File: config.mk
export PLATFORM = sky130hd
export DESIGN_NAME = ellipse_frame_sequencer
export DESIGN_NICKNAME = d
export VERILOG_FILES = /design/src/rtl/render_pkg.sv /design/src/rtl/raster_counter.sv /design/src/rtl/ellipse_frame_sequencer.sv
export SDC_FILE = /design/constraint.sdc
export NUM_CORES = 1
export LEC_CHECK = 0
export BUFFER_PORTS_ARGS = -buffer_cell sky130_fd_sc_hd__buf_2
export CAP_MARGIN = 20
export CORE_UTILIZATION = 46
export CTS_CLUSTER_SIZE = 28
export DETAILED_ROUTE_END_ITERATION = 12
export PLACE_DENSITY = 0.71
export SKIP_CTS_REPAIR_TIMING = 1
export SLEW_MARGIN = 20
export SYNTH_ARGS = -nofsm -noshare
export SYNTH_HDL_FRONTEND = slang
export SYNTH_SLANG_ARGS = --single-unit
File: constraint.sdc
create_clock -name clk -period 2.3 [get_ports clk]
set_input_delay 0 -clock clk [delete_from_list [all_inputs] [get_ports clk]]
set_output_delay 0 -clock clk [all_outputs]
set_load 0.01 [all_outputs]
File: src/rtl/render_pkg.sv
// Shared types and constants for shape-renderer frame sequencers.
package render_pkg;

  localparam int unsigned X_W        = 11;
  localparam int unsigned Y_W        = 12;
  localparam int unsigned DATA_W     = 32;
  localparam int unsigned PROG_WORDS = 5;
  localparam int unsigned IDX_W      = 3;

  localparam logic [IDX_W-1:0] IDX_CX    = 3'd0;
  localparam logic [IDX_W-1:0] IDX_CY    = 3'd1;
  localparam logic [IDX_W-1:0] IDX_W_AX  = 3'd2;
  localparam logic [IDX_W-1:0] IDX_H     = 3'd3;
  localparam logic [IDX_W-1:0] IDX_COLOR = 3'd4;

  typedef enum logic [1:0] {IDLE, PROG, SCAN, DONE} state_e;

  typedef struct packed {
    logic [X_W-1:0]    cx;
    logic [Y_W-1:0]    cy;
    logic [X_W-1:0]    w;
    logic [Y_W-1:0]    h;
    logic [DATA_W-1:0] color;
  } shape_cmd_t;

  // Counter width for a 0..n-1 range, never below one bit.
  function automatic int unsigned cnt_width(input int unsigned n);
    return (n > 1) ? $clog2(n) : 1;
  endfunction

  // Renderer programming word for a given index.
  function automatic logic [DATA_W-1:0] prog_word(input shape_cmd_t cmd, input logic [IDX_W-1:0] idx);
    case (idx)
      IDX_CX:    prog_word = DATA_W'(cmd.cx);
      IDX_CY:    prog_word = DATA_W'(cmd.cy);
      IDX_W_AX:  prog_word = DATA_W'(cmd.w);
      IDX_H:     prog_word = DATA_W'(cmd.h);
      IDX_COLOR: prog_word = cmd.color;
      default:   prog_word = '0;
    endcase
  endfunction

endpackage

File: src/rtl/raster_counter.sv
// Column-major raster coordinate counter: y is the fast axis, x the slow one.
// Holds at the final pixel; the owner clears it before the next frame.
module raster_counter
  import render_pkg::*;
#(
  parameter  int unsigned H_RES = 1080,
  parameter  int unsigned V_RES = 2160,
  localparam int unsigned XW    = cnt_width(H_RES),
  localparam int unsigned YW    = cnt_width(V_RES)
) (
  input  logic          clk,
  input  logic          rst,
  input  logic          en,
  input  logic          clear,
  output logic [XW-1:0] x,
  output logic [YW-1:0] y,
  output logic          last
);

  logic [XW-1:0] x_q, x_d;
  logic [YW-1:0] y_q, y_d;

  always_ff @(posedge clk) begin
    if (rst) begin
      x_q <= '0;
      y_q <= '0;
    end else begin
      x_q <= x_d;
      y_q <= y_d;
    end
  end

  always_comb begin
    x_d  = x_q;
    y_d  = y_q;
    last = (x_q == XW'(H_RES - 1)) && (y_q == YW'(V_RES - 1));
    if (clear) begin
      x_d = '0;
      y_d = '0;
    end else if (en && !last) begin
      if (y_q != YW'(V_RES - 1)) begin
        y_d = y_q + YW'(1);
      end else begin
        y_d = '0;
        x_d = x_q + XW'(1);
      end
    end
  end

  assign x = x_q;
  assign y = y_q;

endmodule

File: src/rtl/ellipse_frame_sequencer.sv
// Per-frame sequencer for one ellipse_renderer: programs the shape words,
// then raster-scans every pixel with the background colour.
module ellipse_frame_sequencer
  import render_pkg::*;
#(
  parameter int unsigned H_RES = 1080,
  parameter int unsigned V_RES = 2160
) (
  input  logic              clk,
  input  logic              rst,
  input  logic              cmd_valid,
  output logic              cmd_ready,
  input  logic [X_W-1:0]    cmd_cx,
  input  logic [Y_W-1:0]    cmd_cy,
  input  logic [X_W-1:0]    cmd_w,
  input  logic [Y_W-1:0]    cmd_h,
  input  logic [DATA_W-1:0] cmd_color,
  input  logic [DATA_W-1:0] bg_color,
  input  logic              scan_en,
  output logic              program_out,
  output logic [X_W-1:0]    x_out,
  output logic [Y_W-1:0]    y_out,
  output logic [DATA_W-1:0] data_out,
  output logic              scan_valid,
  output logic              frame_done,
  output logic              busy
);

  localparam int unsigned CXW = cnt_width(H_RES);
  localparam int unsigned CYW = cnt_width(V_RES);

  if (H_RES == 0 || V_RES == 0 || H_RES > 2048 || V_RES > 4096) begin : g_bad_params
    $error("ellipse_frame_sequencer: H_RES must be 1..2048 and V_RES 1..4096");
  end

  state_e            state_q, state_d;
  logic [IDX_W-1:0]  idx_q, idx_d;
  shape_cmd_t        cmd_q, cmd_d;
  logic [DATA_W-1:0] bg_q, bg_d;

  logic           cnt_en, cnt_clear, cnt_last;
  logic [CXW-1:0] cnt_x;
  logic [CYW-1:0] cnt_y;

  raster_counter #(.H_RES(H_RES), .V_RES(V_RES)) u_raster (
    .clk   (clk),
    .rst   (rst),
    .en    (cnt_en),
    .clear (cnt_clear),
    .x     (cnt_x),
    .y     (cnt_y),
    .last  (cnt_last)
  );

  always_ff @(posedge clk) begin
    if (rst) begin
      state_q <= IDLE;
      idx_q   <= '0;
      cmd_q   <= '0;
      bg_q    <= '0;
    end else begin
      state_q <= state_d;
      idx_q   <= idx_d;
      cmd_q   <= cmd_d;
      bg_q    <= bg_d;
    end
  end

  // Next state plus renderer-port drive; rst gates cmd_ready so nothing is accepted in a reset cycle.
  always_comb begin
    state_d     = state_q;
    idx_d       = idx_q;
    cmd_d       = cmd_q;
    bg_d        = bg_q;
    cnt_en      = 1'b0;
    cnt_clear   = 1'b0;
    cmd_ready   = 1'b0;
    program_out = 1'b0;
    x_out       = '0;
    y_out       = '0;
    data_out    = '0;
    scan_valid  = 1'b0;
    frame_done  = 1'b0;
    busy        = (state_q != IDLE);
    unique case (state_q)
      IDLE: begin
        cmd_ready = !rst;
        if (cmd_valid) begin
          cmd_d   = '{cx: cmd_cx, cy: cmd_cy, w: cmd_w, h: cmd_h, color: cmd_color};
          idx_d   = '0;
          state_d = PROG;
        end
      end
      PROG: begin
        program_out = 1'b1;
        y_out       = Y_W'(idx_q);
        data_out    = prog_word(cmd_q, idx_q);
        if (idx_q == IDX_W'(PROG_WORDS - 1)) begin
          cnt_clear = 1'b1;
          bg_d      = bg_color;
          state_d   = SCAN;
        end else begin
          idx_d = idx_q + IDX_W'(1);
        end
      end
      SCAN: begin
        x_out      = X_W'(cnt_x);
        y_out      = Y_W'(cnt_y);
        data_out   = bg_q;
        scan_valid = scan_en;
        cnt_en     = scan_en;
        if (scan_en && cnt_last) begin
          state_d = DONE;
        end
      end
      DONE: begin
        frame_done = 1'b1;
        state_d    = IDLE;
      end
    endcase
  end

endmodule
# --- Word level (Yosys, flattened, before mapping) ---
# Index checks and enable logic that the tools add are counted.
op_classes:
  addsub: 3
  n_mux: 18
  reduce_logical: 15
  n_bitwise: 1
  eq_ne: 14
op_table:
  columns: ["op", "count"]
  rows:
  - ["$pmux 32 s5", 1]
  - ["$pmux 32 s2", 1]
  - ["$pmux 12 s2", 1]
  - ["$add 12x1->12 const B", 1]
  - ["$eq 12x12->1 const B", 1]
  - ["$mux 12", 1]
  - ["$ne 12x12->1 const B", 1]
  - ["$add 11x1->11 const B", 1]
  - ["$eq 11x11->1 const B", 1]
  - ["$mux 11", 1]
  - ["$ne 2x2->1 const B", 4]
  - ["$pmux 2 s4", 1]
  - ["$eq 3x2->1 const B", 2]
  - ["$mux 1", 6]
  - ["$mux 2", 3]
  - ["$mux 3", 2]
  - ["$pmux 3 s2", 1]
  - ["$reduce_and 2->1", 3]
  - ["$reduce_and 3->1", 2]
  - ["$eq 2x2->1 const B", 2]
  - ["$reduce_bool 2->1", 2]
  - ["$add 3x1->3 const B", 1]
  - ["$eq 3x1->1 const B", 1]
  - ["$eq 3x3->1 const B", 1]
  - ["7 further kinds", 10]
word_totals:
  word_cells: 61
  out_inout_bits: 60
  reg_bits: 138
  inputBits: 114

# --- Logic depth before layout (Yosys ltp) ---
# Gate-level depths: netlist of run 1.
depth:
  word_depth: 5
  ltp_mapped: 9
  ltp_nobuf: 7

# --- Hierarchy ---
# Synthesis of run 1 repeated with hierarchy kept, for this count alone.
unflattened:
  cells_unflattened: 808
  area_unflattened_um2: 6281.0
by_module_without_submodules:
  columns: ["mod", "cells_each", "seq_area_each_um2", "n_inst", "area_each_um2"]
  rows:
  - ["ellipse_frame_sequencer", 660, 2302.2, 1, 5062.4]
  - ["raster_counter", 148, 460.4, 1, 1218.7]

# --- Worst setup path after synthesis of run 1 ---
# No wires, ideal clock.
synth_path:
  path_kind: "reg-to-reg"
  startpoint: "register idx_q[0]"
  endpoint: "register idx_q[1]"
  required_time_ns: 2.235
  path_buffers: 2
  arrival_ns: 1.784
  path_stages_with_launch: 9
  setup_ns: 0.065
  period_less_slack_ns: 1.849
  path_slack_ns: 0.451
  cell_sequence: "dfxtp_1 inv_1 ha_1 buf_2 and3_1 buf_2 a21oi_1 mux2_2 nor2_1"
synth_via:
  elab_chain_cells: 3
  elab_cells_between_ends: 6
  classes_between: "1 x add/sub; 2 x eq/ne; 2 x mux; 1 x reduce/logical"
synth_lines:
  columns: ["element", "line_no", "source"]
  rows:
  - ["from (decl)", "ellipse_frame_sequencer.sv:37", "logic [IDX_W-1:0] idx_q, idx_d;"]
  - ["from (signal assigned)", "ellipse_frame_sequencer.sv:63", "idx_q <= idx_d;"]
  - ["$add 3x1->3 / $eq 3x3->1 (equally long branches)", "ellipse_frame_sequencer.sv:103, ellipse_frame_sequencer.sv:98", null]
  - ["$mux 3 / $ne 2x2->1 (equally long branches)", null, null]
  - ["$pmux 3 s2 / $reduce_and 3->1 (equally long branches)", null, null]
# Several ways; a longest one is shown, not always the timed one. The select of a mux whose other input is x is not followed.
# A chain may end at the register's enable or synchronous reset.

# --- Worst setup path after layout of run 1 ---
layout_path:
  startpoint: "register state_q[0]"
  endpoint: "output data_out[12]"
layout_via:
  elab_chain_cells: 2
  elab_cells_between_ends: 3
  classes_between: "2 x eq/ne; 1 x mux"
layout_lines:
  columns: ["element", "line_no", "source"]
  rows:
  - ["from (decl)", "ellipse_frame_sequencer.sv:36", "state_e state_q, state_d;"]
  - ["from (signal assigned)", "ellipse_frame_sequencer.sv:62", "state_q <= state_d;"]
  - ["$eq 2x2->1 / $eq 2x1->1 (equally long branches)", "ellipse_frame_sequencer.sv:85", "unique case (state_q)"]
  - ["$pmux 32 s2 (*)", "ellipse_frame_sequencer.sv:85", null]
  - ["to (decl)", "ellipse_frame_sequencer.sv:23", "output logic [DATA_W-1:0] data_out,"]
# Every way passes the cells marked *; elsewhere a longest branch is shown, timed or not.

==> results.yml, run 1 <==
critical_path:
  critPathCapture: "data_out[12]"
  cp_slowest_stage_delay_ns: 0.62
  r2r_end: "u_raster.y[10]$_SDFFE_PP0P_"
  critPathCaptureType: "output pin"
  r2r_cells: 8
  crit_fanout: 19
  r2r_start: "state_q[0]$_SDFFE_PP0P_"
  startpoint_type: "flip-flop"
  cp-startpoint: "state_q[0]$_SDFFE_PP0P_"
  worstSetupPathType: "flip-flop to output pin"
  r2r_setup_slack_ns: 0.36
  cpMaxStageDelayCell: "ha_1"
  timing.critical_path.cells: "inv_1, ha_1, buf_4, nor2b_1, buf_2"
  required_ns: 2.30
  arrival_ns: 2.24
timing:
  worst_hold_slack_ns: -0.0109
  relSlewSlack: 0.599
  setup_viol: 0
  skew_ns: 0.00541
  post-route-min-period_ns: 2.24
  rsz0062_at_grt: "yes"
  finalHoldViolations: 20
  finalMaxSlewViolations: 0
  fmax_ghz: 0.446
  period_share: 0.975
  worstMarginPinSlew_ns: 0.601
status:
  violations: "hold timing"
  status: "finished, violations left"
die:
  die_w_um: 122
  boundaryPins: 174
  dieArea_sq_um: 14900
  die_y_um: 122
  start_util: 0.474
  rows: 43
  core-area_sq_um: 14000
cts:
  cts.clk_slew.worst_paths_ns: 0.06
  clk_latency_ns: 0.43
  clkSinkCount: 138
  cts_tree: "yes"
  ctsRootBufferMaster: "clkbuf_16"
  clock_path_buffers: 2
  h-tree-depth: 4
  numCtsBuffers: 17
job:
  cap_violations: 0
synth:
  synthArstFlopShare: 0
  yosysWarnings: 0
  seq_area_frac_synth: 0.417
  ys.flop_type: "dfxtp_1"
  syn_nets: 978
  netlist_area_sq_um: 6630
  syn_inst: 852
  ys_ff_latch: 138
  synth_area_leader_cell: "dfxtp_1"
  ys_types: 52
  ys_top_cells_by_area: "dfxtp_1, nand2_1, a21oi_1"
  synth_edf_count: 0
  yosysTopAreaCellShare: 0.417
  syn_area_per_cell_sq_um: 7.78
power_and_ir_drop:
  p_total_mw: 7.77
  powerDensity_nw_per_um2: 828
  p_leak_nw: 3.72
  ir_drop_mv: 0.644
final_layout:
  drive_gt1_frac: 0.230
  fin_area_sq_um: 9390
  instances_no_fill: 1295
  fillers: 1146
  final_cell_mix: "nand2_1, buf_2, dfxtp_1"
  multi_input_area_sq_um: 3570
  area_growth_syn_to_layout_pct: 41.6
  seq_area_sq_um: 2770
  diodes: 0
  final_common_cell: "nand2_1"
  final_nets: 1229
routing:
  post_drt_wl_per_cell_um: 16.0
  vias_per_cell: 5.45
  first_iter_violations: 637
  drc: 0
  wl_mm: 20.7
  ant_nets: 0
  dr_total_vias: 7062
  dr.pass1.iters: 7
placement:
  dpl.hpwl_mm: 12.5
  placedCellCount: 1153
  place_congestion: 0.877
  place_area_sq_um: 7640
  io_buffers: 173
global_routing:
  grt_max_degree: 60
  antenna_found_initial: 0
  grt.total_usage: 0.250
  grt_pass1_wl_mm: 28.8
  grt_pass1_vias: 5622
  grt_overflow: 0
min_path:
  hp-class: "input pin to flip-flop"
## area by class of cell
| cell class | instances | share of cell area |
|---|---|---|
| repair buffers | 304 | 0.233 |
| clock inverters | 12 | 0.0159 |
| inverters | 8 | 0.00347 |
| well taps | 180 | 0.0240 |
| clock buffers | 19 | 0.0483 |
| multi-input cells | 634 | 0.380 |
| flip-flops and latches | 138 | 0.295 |
## sequential cells by signal, indices dropped and copies added (netlist names)
name / cells
cmd_q: 78
u_raster.y: 12
idx_q: 3
state_q: 2
bg_q: 32
u_raster.x: 11
## layer usage
| metal | share of wire | up-vias | track usage |
|---|---|---|---|
| li1 | - | 3447 | - |
| met1 | 0.44 | 3306 | 0.337 |
| met2 | 0.47 | 271 | 0.372 |
| met3 | 0.067 | 38 | 0.0735 |
| met4 | 0.019 | 0 | 0.0980 |
| met5 | 0 | - | 0 |
## worst min path at each step
| stage | depth (start not counted) | slack, ns | from | end |
|---|---|---|---|---|
| after floorplan | 2 | 0.14 | bg_color[0] | bg_q[0]$_SDFFE_PP0P_ |
| after CTS | 3 | -0.21 | bg_color[14] | bg_q[14]$_SDFFE_PP0P_ |
| after global placement | 3 | 0.24 | bg_color[14] | bg_q[14]$_SDFFE_PP0P_ |
| after global routing | 2 | 0.004 | rst | bg_q[3]$_SDFFE_PP0P_ |
| after detailed placement | 3 | 0.24 | bg_color[14] | bg_q[14]$_SDFFE_PP0P_ |
| final | 2 | -0.01 | rst | bg_q[2]$_SDFFE_PP0P_ |
## cells in the mapped netlist (3+ instances only)
| cell type | count |
|---|---|
| buf_4 | 3 |
| nand4_1 | 9 |
| dfxtp_1 | 138 |
| nand3b_1 | 12 |
| buf_2 | 8 |
| nand2_1 | 245 |
| clkbuf_1 | 51 |
| nor3_1 | 6 |
| o211ai_1 | 13 |
| and4_1 | 6 |
| a32oi_1 | 23 |
| and3_1 | 6 |
| nand3_1 | 8 |
| o21ai_1 | 4 |
| a21oi_1 | 121 |
| mux2i_1 | 15 |
| o21ai_0 | 9 |
| inv_1 | 7 |
| and2_1 | 21 |
| a22oi_1 | 33 |
| nor2b_1 | 37 |
| or2_2 | 7 |
| ha_1 | 12 |
| nor2_1 | 14 |
| buf_1 | 9 |
## worst max-delay path, delay by kind of cell (launching register included)
| family | cells | cell delay (ns) |
|---|---|---|
| buffers and inverters | 3 | 0.62 |
| adders and majority gates | 1 | 0.62 |
| DFF | 1 | 0.36 |
| and+or+nand+nor | 1 | 0.22 |
## through the flow
step / TNS [ns] / utilization / worst slack [ns]
final: 0 / 0.671 / 0.0564
after global routing: -0.193 / 0.671 / -0.0782
after CTS: -0.694 / 0.589 / -0.163
after detailed placement: 0 / 0.546 / 0.307
after global placement: 0 / 0.546 / 0.303
after floorplan: 0 / - / 0.451
## cell families (layout without fill, tap and decap cells)
| logic type | count (synthesis) | in the layout | share of synthesized area |
|---|---|---|---|
| AO/OA/AOI/OAI | 219 | 219 | 0.206 |
| XOR/XNOR | 2 | 2 | 0.00264 |
| adder cells (fa/ha/maj) | 12 | 12 | 0.0227 |
| buffers and inverters | 80 | 343 | 0.0496 |
| flip-flops | 138 | 138 | 0.417 |
| multiplexers | 17 | 17 | 0.0261 |
| AND/OR/NAND/NOR | 384 | 384 | 0.277 |
## power breakdown
group	total (mW)	leakage, nW	switching (mW)	internal [mW]
combinational	2.14	2.31	1.26	0.873
sequential	2.84	1.13	0.177	2.67
clock	2.79	0.287	1.05	1.75
(Power assumes the default switching activity.)
==> inputs of run 2 (changes only) <==
- ABC_AREA: not set -> 1
- CORE_UTILIZATION: 46 -> 30
- GPL_TIMING_DRIVEN: not set -> 1
- PLACE_DENSITY: 0.71 -> not set
==> results.yml, run 2 <==
final_layout:
  largest_register: "cmd_q"
  area_growth_syn_to_layout_pct: 44.4
  final_nets: 1392
  final_cell_mix: "nor2_1, nand2_1, buf_2"
  drive_gt1_frac: 0.209
  largest_reg_flops: 78
  seq_area_sq_um: 2770
  final_common_cell: "nor2_1"
  fillers: 2250
  instances_no_fill: 1559
  diodes: 0
  fin_area_sq_um: 9600
  multi_input_area_sq_um: 3420
global_routing:
  grt.total_usage: 0.179
  grt_overflow: 0
  grt_max_degree: 74
  antenna_found_initial: 0
  grt_pass1_wl_mm: 31.4
  grt_pass1_vias: 6111
routing:
  dr.pass1.iters: 5
  drc: 0
  vias_per_cell: 4.66
  ant_nets: 0
  post_drt_wl_per_cell_um: 13.8
  wl_mm: 21.5
  dr_total_vias: 7260
  first_iter_violations: 355
job:
  cap_violations: 0
synth:
  ys_types: 31
  syn_nets: 1136
  yosysTopAreaCellShare: 0.415
  synth_area_leader_cell: "dfxtp_1"
  ys_ff_latch: 138
  ys_top_cells_by_area: "dfxtp_1, nor2_1, nand2_1"
  synthArstFlopShare: 0
  synth_commonest_cells: "nor2_1, nand2_1, dfxtp_1, o21ai_0, a21oi_1"
  syn_inst: 1010
  synth_edf_count: 0
  netlist_area_sq_um: 6650
  syn_area_per_cell_sq_um: 6.58
  yosysMostFrequentCell: "nor2_1"
  yosysWarnings: 0
  ys.flop_type: "dfxtp_1"
  seq_area_frac_synth: 0.415
min_path:
  hold_end: "u_raster.y[1]$_SDFFE_PP0P_"
  hp-class: "input pin to flip-flop"
  worstHoldStart: "scan_en"
  whs_path_depth: 5
die:
  dieArea_sq_um: 22800
  die_w_um: 151
  start_util: 0.306
  die_y_um: 151
  rows: 54
  boundaryPins: 174
  core-area_sq_um: 21800
cts:
  ctsRootBufferMaster: "clkbuf_16"
  clk_latency_ns: 0.42
  numCtsBuffers: 17
  clock_path_buffers: 2
  cts.clk_slew.worst_paths_ns: 0.07
  cts_tree: "yes"
  h-tree-depth: 4
  clkSinkCount: 138
power_and_ir_drop:
  pwr-share-clk: 0.320
  p_int_mw: 5.58
  switching_share: 0.384
  p_seq_frac: 0.344
  ir_drop_mv: 0.464
  p_leak_nw: 4.29
  powerDensity_nw_per_um2: 945
  p_total_mw: 9.07
  comb_power_share: 0.336
  p_sw_mw: 3.49
critical_path:
  critPathCaptureType: "output pin"
  r2r_setup_slack_ns: 0.28
  required_ns: 2.30
  worstSetupPathType: "flip-flop to output pin"
  cp_slowest_stage_delay_ns: 0.36
  r2r_start: "u_raster.y[0]$_SDFFE_PP0P_"
  timing.critical_path.cells: "inv_1, ha_1, nand2_2, inv_4, nand2_1, nand3_1, nor2_1, nor2_1, a21oi_1, nor2_1, buf_2"
  arrival_ns: 2.14
  r2r_cells: 8
  crit_fanout: 13
  cp_common_cell: "nor2_1"
  startpoint_type: "flip-flop"
  cpMaxStageDelayCell: "dfxtp_2"
  r2r_end: "u_raster.y[8]$_SDFFE_PP0P_"
placement:
  place_congestion: 0.904
  placedCellCount: 1416
  place_area_sq_um: 7830
  dpl.hpwl_mm: 14.0
  io_buffers: 173
timing:
  period_share: 0.932
  finalHoldViolations: 0
  finalMaxSlewViolations: 0
  post-route-min-period_ns: 2.14
  worstMarginPinSlew_ns: 0.873
  relSlewSlack: 0.418
  fmax_ghz: 0.466
  setup_viol: 0
  rsz0062_at_grt: "no"
  skew_ns: 0.00876
status:
  status: "finished clean"
## run 2: cell types whose count changed in the layout (fill, tap and decap cells not counted), sizes merged, moves of 15 or more
cell	before	now
a22oi	33	0
a32oi	23	0
a21oi	121	75
mux2i	15	0
nand3	8	34
nand2	245	197
inv	8	80
nor2b	37	0
o21ai	13	124
nor2	15	264
and2	21	0
## run 2: cell type report
cell class,instances,share of cell area
clock inverters,15,0.0202
multi-input cells,740,0.356
inverters,70,0.0276
clock buffers,17,0.0443
flip-flops and latches,138,0.288
repair buffers,299,0.228
well taps,280,0.0365
## run 2: per-layer routing
metal	share of wire	GRT usage	wire, um
met1	0.46	0.246	9940
met2	0.47	0.278	10100
met3	0.057	0.0398	1220
met4	0.011	0.0535	234
met5	0	0	0
## run 2: stage by stage
step | util | setup WS, ns | hold slack [ns] | TNS, ns
floorplan | - | 0.547 | 0.0475 | 0
global placement | 0.360 | 0.341 | 0.225 | 0
detailed placement | 0.360 | 0.319 | 0.227 | 0
CTS | 0.388 | -0.0466 | -0.214 | -0.271
global route | 0.441 | 0.00287 | 0.0863 | 0
finish | 0.441 | 0.156 | 0.0527 | 0
## run 2: kinds of logic after synthesis
family / after synthesis / synth area share
simple gates: 512 / 0.308
compound gates: 205 / 0.162
flops: 138 / 0.415
buf+inv: 132 / 0.0771
fa+ha+maj: 12 / 0.0226
xor+xnor: 11 / 0.0145
## run 2: how the worst max path moves through the flow
stage                                    start                     endpoint  slack, ns
finish                   idx_q[0]$_SDFFE_PP0P_                  data_out[3]       0.16
global route             idx_q[0]$_SDFFE_PP0P_                  data_out[7]      0.003
CTS                      idx_q[0]$_SDFFE_PP0P_                  data_out[8]      -0.05
detailed placement  u_raster.y[0]$_SDFFE_PP0P_   u_raster.y[8]$_SDFFE_PP0P_       0.32
global placement    u_raster.y[0]$_SDFFE_PP0P_   u_raster.y[9]$_SDFFE_PP0P_       0.34
floorplan              state_q[1]$_SDFFE_PP0P_  u_raster.y[10]$_SDFFE_PP0P_       0.55
## run 2: critical path: cells and delay by family (launching register included)
kind            cells  cell delay, ns
compound gates      1            0.15
fa+ha+maj           1            0.24
buf+inv             3            0.32
flops               1            0.36
simple gates        6            0.64
## run 2: power groups by stage
stage | combinational [mW] | sequential [mW] | clock [mW]
after floorplan | 1.89 | 3.09 | 0
final | 3.05 | 3.12 | 2.90
after global routing | 3.43 | 3.18 | 3.06
after CTS | 2.83 | 3.11 | 2.96
after global placement | 2.79 | 3.15 | 0
after detailed placement | 2.81 | 3.17 | 0
